`config.mk`:
```
export PLATFORM = sky130hd
export DESIGN_NAME = fir_mac_sched
export DESIGN_NICKNAME = d
export VERILOG_FILES = /design/src/rtl/fir_mac_sched.sv
export SDC_FILE = /design/constraint.sdc
export NUM_CORES = 1
export LEC_CHECK = 0
export CAP_MARGIN = 25
export CORE_UTILIZATION = 55
export CTS_CLUSTER_DIAMETER = 100
export DETAILED_ROUTE_END_ITERATION = 10
export DONT_BUFFER_PORTS = 1
export PLACE_DENSITY = 0.68
export SYNTH_ARGS = -nofsm -noshare
export SYNTH_HDL_FRONTEND = slang
export SYNTH_SLANG_ARGS = --single-unit
```
`constraint.sdc`:
```
create_clock -name clk -period 6.15 [get_ports clk]
set_input_delay 0.9225 -clock clk [delete_from_list [all_inputs] [get_ports clk]]
set_output_delay 0.9225 -clock clk [all_outputs]
set_load 0.01 [all_outputs]
```
`src/rtl/fir_mac_sched.sv`:
```
// Time-multiplexed FIR sequencer: one shared unsigned 8x8 multiplier walks
// the taps serially, accumulating into a wrapping ACC_W-bit sum.
module fir_mac_sched #(
  parameter int TAPS  = 4,
  parameter int ACC_W = 18,
  localparam int TW   = (TAPS > 1) ? $clog2(TAPS) : 1
) (
  input  logic             clk,
  input  logic             rst,
  input  logic             coef_we,
  input  logic [TW-1:0]    coef_addr,
  input  logic [7:0]       coef_data,
  output logic             coef_err,
  input  logic             in_valid,
  output logic             in_ready,
  input  logic [7:0]       in_data,
  output logic [7:0]       mul_a,
  output logic [7:0]       mul_b,
  input  logic [15:0]      mul_p,
  output logic             out_valid,
  input  logic             out_ready,
  output logic [ACC_W-1:0] out_data,
  output logic             busy
);

  typedef enum logic [1:0] {IDLE = 2'd0, MAC = 2'd1, OUT = 2'd2} state_t;

  state_t           state_q;
  logic [7:0]       x_q    [TAPS];
  logic [7:0]       coef_q [TAPS];
  logic [ACC_W-1:0] acc_q;
  logic [ACC_W-1:0] acc_d;
  logic [TW-1:0]    tap_q;
  logic [ACC_W-1:0] out_data_q;
  logic             out_valid_q;
  logic             coef_err_q;
  logic             busy_q;
  logic             in_ready_q;
  logic             addr_ok_s;

  assign addr_ok_s = (int'(coef_addr) < TAPS);

  always_comb begin
    acc_d = acc_q + {{(ACC_W-16){1'b0}}, mul_p};
  end

  // Multiplier operands stay at zero outside MAC to keep the shared unit quiet.
  assign mul_a     = (state_q == MAC) ? x_q[tap_q]    : 8'd0;
  assign mul_b     = (state_q == MAC) ? coef_q[tap_q] : 8'd0;
  assign out_data  = out_data_q;
  assign out_valid = out_valid_q;
  assign coef_err  = coef_err_q;
  assign busy      = busy_q;
  assign in_ready  = in_ready_q;

  always_ff @(posedge clk) begin
    if (rst) begin
      state_q     <= IDLE;
      acc_q       <= '0;
      tap_q       <= '0;
      out_data_q  <= '0;
      out_valid_q <= 1'b0;
      coef_err_q  <= 1'b0;
      busy_q      <= 1'b0;
      in_ready_q  <= 1'b1;
      for (int k = 0; k < TAPS; k++) begin
        x_q[k]    <= 8'd0;
        coef_q[k] <= 8'd0;
      end
    end else begin
      coef_err_q <= 1'b0;
      // Writes land only while idle; a write alongside a handshake feeds the next MAC.
      if (coef_we && addr_ok_s) begin
        if (state_q == IDLE) begin
          coef_q[coef_addr] <= coef_data;
        end else begin
          coef_err_q <= 1'b1;
        end
      end
      case (state_q)
        IDLE: begin
          if (in_valid) begin
            x_q[0] <= in_data;
            for (int k = 1; k < TAPS; k++) begin
              x_q[k] <= x_q[k-1];
            end
            acc_q      <= '0;
            tap_q      <= '0;
            in_ready_q <= 1'b0;
            busy_q     <= 1'b1;
            state_q    <= MAC;
          end
        end
        MAC: begin
          acc_q <= acc_d;
          tap_q <= tap_q + 1'b1;
          if (tap_q == TW'(TAPS - 1)) begin
            out_data_q  <= acc_d;
            out_valid_q <= 1'b1;
            state_q     <= OUT;
          end
        end
        OUT: begin
          if (out_ready) begin
            out_valid_q <= 1'b0;
            busy_q      <= 1'b0;
            in_ready_q  <= 1'b1;
            state_q     <= IDLE;
          end
        end
        default: begin
          out_valid_q <= 1'b0;
          busy_q      <= 1'b0;
          in_ready_q  <= 1'b1;
          state_q     <= IDLE;
        end
      endcase
    end
  end

endmodule

```
==> results.py <==
metrics = {
    "sta": {
        "rsz0062_at_grt": "false",
        "period_minus_slack_ns": 2.778,
        "worst_pin_slew_ns": 0.7983,
        "drv_slew": 0,
        "tns_ns": 0,
        "period_share": 0.4518,
        "finalHoldViolations": 0,
        "fin_worst_skew_ns": 0.01119,
        "slew_headroom": 0.4671,
        "max_freq_mhz": 359.9,
        "setup_viol": 0,
    },
    "run_status": {
        "status": "finished, final reports clean",
    },
    "routing": {
        "drt_iter0_drc": 162,
        "drc": 0,
        "wl_per_cell_um": 18.14,
        "vias": 3590,
        "wl_um": 11210,
        "via_per_inst": 5.809,
        "drtPass1Iterations": 5,
        "postRouteAntennaNets": 0,
    },
    "setup_path": {
        "crit_type": "flip-flop to output pin",
        "reg2reg_slack_ns": 3.61,
        "crit_fanout": 16,
        "r2r_start": "acc_q[0]$_SDFFE_PP0P_",
        "critPathLaunchType": "flip-flop",
        "critPathRequiredTime_ns": 5.23,
        "arrival_ns": 1.86,
        "end_kind": "output pin",
        "ff2ff_path_depth": 9,
        "reg2reg_to": "acc_q[14]$_SDFFE_PP0P_",
    },
    "global_routing": {
        "grt_pass1_wl_um": 17990,
        "grtUsageTotal": 0.2318,
        "grt_overflow": 0,
        "grtUsageMet1": 0.2949,
        "antenna_found_initial": 0,
        "grt_max_degree": 43,
        "grt_use_met3": 0.06487,
        "grt_use_met2": 0.3768,
        "grt_busiest_layer": "met2",
        "grt_pass1_vias": 3596,
    },
    "clocking": {
        "cts_resized": 0,
        "cts_buffers": 9,
        "clk_pin_slew_worst_paths_ns": 0.11,
        "clock_latency_ns": 0.37,
        "cts_root_buf": "clkbuf_8",
        "holdBufCountCts": 0,
        "cts_buffer_depth": 2,
        "htreeDepth": 3,
        "cts_setup_buffers": 0,
        "cts_num_sinks": 110,
        "cts_tree": "yes",
    },
    "power": {
        "power.density_nw_per_um2": 248.4,
        "total_power_w": 0.001420,
        "ir_drop_mv": 0.1115,
        "power_leakage_nw": 2.145,
    },
    "die": {
        "initial_core_util": 0.5777,
        "core_um2": 9371,
        "io_pins": 77,
        "die_x_um": 101.2,
        "num_rows": 35,
        "die_h_um": 101.2,
        "die_area_um2": 10240,
    },
    "layout": {
        "regArea_um2": 2843,
        "area_growth_pct": 5.570,
        "n_fill_cell": 810,
        "num_antenna_cells": 0,
        "nets": 541,
        "multiInputGateArea_um2": 2440,
        "layout-drive-gt1-share": 0.09611,
    },
    "yosys": {
        "yosys_warnings": 0,
        "ys_seq_area_frac": 0.5251,
        "synth_top_area_share": 0.3550,
        "synth_cells": 490,
        "synth_ff_type": "edfxtp_1",
        "synth-seq-cells": 110,
        "synth_edf_count": 64,
        "synth.largest_area_cell": "edfxtp_1",
        "synth.area.top_cells": "edfxtp_1, dfxtp_1, and2_1",
        "avgSynthCellArea_um2": 11.05,
        "yosysUniqueCellTypes": 53,
        "ys_async_sr_fraction": 0,
        "syn_area_um2": 5414,
        "syn-num-nets": 547,
    },
    "worst_hold_path": {
        "holdPathEnd": "acc_q[10]$_SDFFE_PP0P_",
        "hold_start": "acc_q[10]$_SDFFE_PP0P_",
        "holdPathStages": 2,
        "hold_path.class": "flip-flop to flip-flop",
    },
    "placed_design": {
        "gp_congestion": 0.8575,
        "port_buffers": 0,
        "dpl.hpwl_um": 7609,
    },
    "run": {
        "drv_cap": 0,
    },
}
## metal layers
metal,share of wire,up-vias
met5,0,-
met4,0.020,0
met3,0.057,15
met2,0.49,73
met1,0.43,1743
li1,-,1759
## where the power goes
part           total (W)  leakage [nW]  internal (W)  switching (W)
Combinational   0.000178          1.01     0.0000756       0.000102
Clock           0.000405        0.0785      0.000148       0.000256
Sequential      0.000837          1.05      0.000818      0.0000190
## stage by stage
stage                     hold WS (ns)    util  setup slack (ns)  instances  area (um^2)
after floorplan                 0.4291       -             3.347        490         5414
after global placement          0.4424  0.5913             3.093        602         5542
after detailed placement        0.4605  0.5913             3.069        602         5542
after CTS                       0.4808  0.6099             3.321        618         5715
after global routing            0.5028  0.6099             3.236        618         5715
final                           0.4750  0.6099             3.372        618         5715
## how the worst max path moves through the flow
stage | startpoint | slack (ns) | end | cells past startpoint
2_1_floorplan | mul_p[0] | 3.35 | acc_q[14]$_SDFFE_PP0P_ | 9
3_3_place_gp | mul_p[0] | 3.09 | acc_q[14]$_SDFFE_PP0P_ | 9
3_5_place_dp | mul_p[0] | 3.07 | acc_q[14]$_SDFFE_PP0P_ | 9
4_1_cts | state_q[0]$_SDFFE_PP0P_ | 3.32 | mul_b[6] | 3
5_1_grt | state_q[0]$_SDFFE_PP0P_ | 3.24 | mul_b[6] | 3
6_report | flip-flop | 3.37 | mul_a[0] | 2
## worst max-delay path: stages, from the launching register on
cell and delay (ns):
dfxtp_1 0.85, mux4_2 0.42, and2_1 0.20
## cells by family after synthesis
family	count (synthesis)	synth area share
mux	17	0.06841
flops	110	0.5251
simple gates	205	0.2024
compound gates	95	0.1186
buf+inv	34	0.02473
xor+xnor	11	0.01780
fa+ha+maj	18	0.04299
## layout make-up
cell class                 count  area share
sequential                   110      0.4974
multi-input combinational    346      0.4269
tap                          129     0.02824
clock buffer                   9     0.02167
timing repair buffer           9     0.01182
clock inverter                 7    0.008757
inverter                       8    0.005254
## layout by cell type (no fill, tap or decap), types with 3 or more instances in the layout
cell	netlist	final
a211oi_1	3	3
edfxtp_1	64	64
xor2_1	3	3
clkinvlp_4	0	3
and3_1	4	4
mux4_2	16	16
a21oi_1	32	32
or3_1	4	4
clkinv_1	1	3
xnor2_1	8	8
nand3_1	14	14
nand2b_1	3	3
a31oi_1	4	4
or4_1	3	3
o21ai_0	15	15
dfxtp_1	46	46
and2_1	84	84
nor3_1	8	8
nand2_1	44	44
buf_4	0	9
nor2_1	28	28
inv_1	7	7
clkbuf_8	0	9
ha_1	17	17
a22oi_1	8	8
o21bai_1	3	3
a21o_1	7	7
o311ai_0	3	3
## cell usage after synthesis, drive strengths merged (7+ instances only)
library cell	count
mux4	16
nor2	28
a21o	7
and2	84
nand3	14
o21ai	15
dfxtp	46
xnor2	8
nor3	8
buf	10
ha	17
a22oi	8
clkbuf	16
inv	7
a21oi	32
edfxtp	64
nand2	44
## sequential cells by signal, summed over array words and instances, names as in the netlist, named ones only
signal / flops
out_data: 18
coef_q: 32
coef_err: 1
tap_q: 2
busy: 1
x_q: 32
out_valid: 1
in_ready: 1
acc_q: 18
state_q: 2
Power figures use the tool's default switching activity.
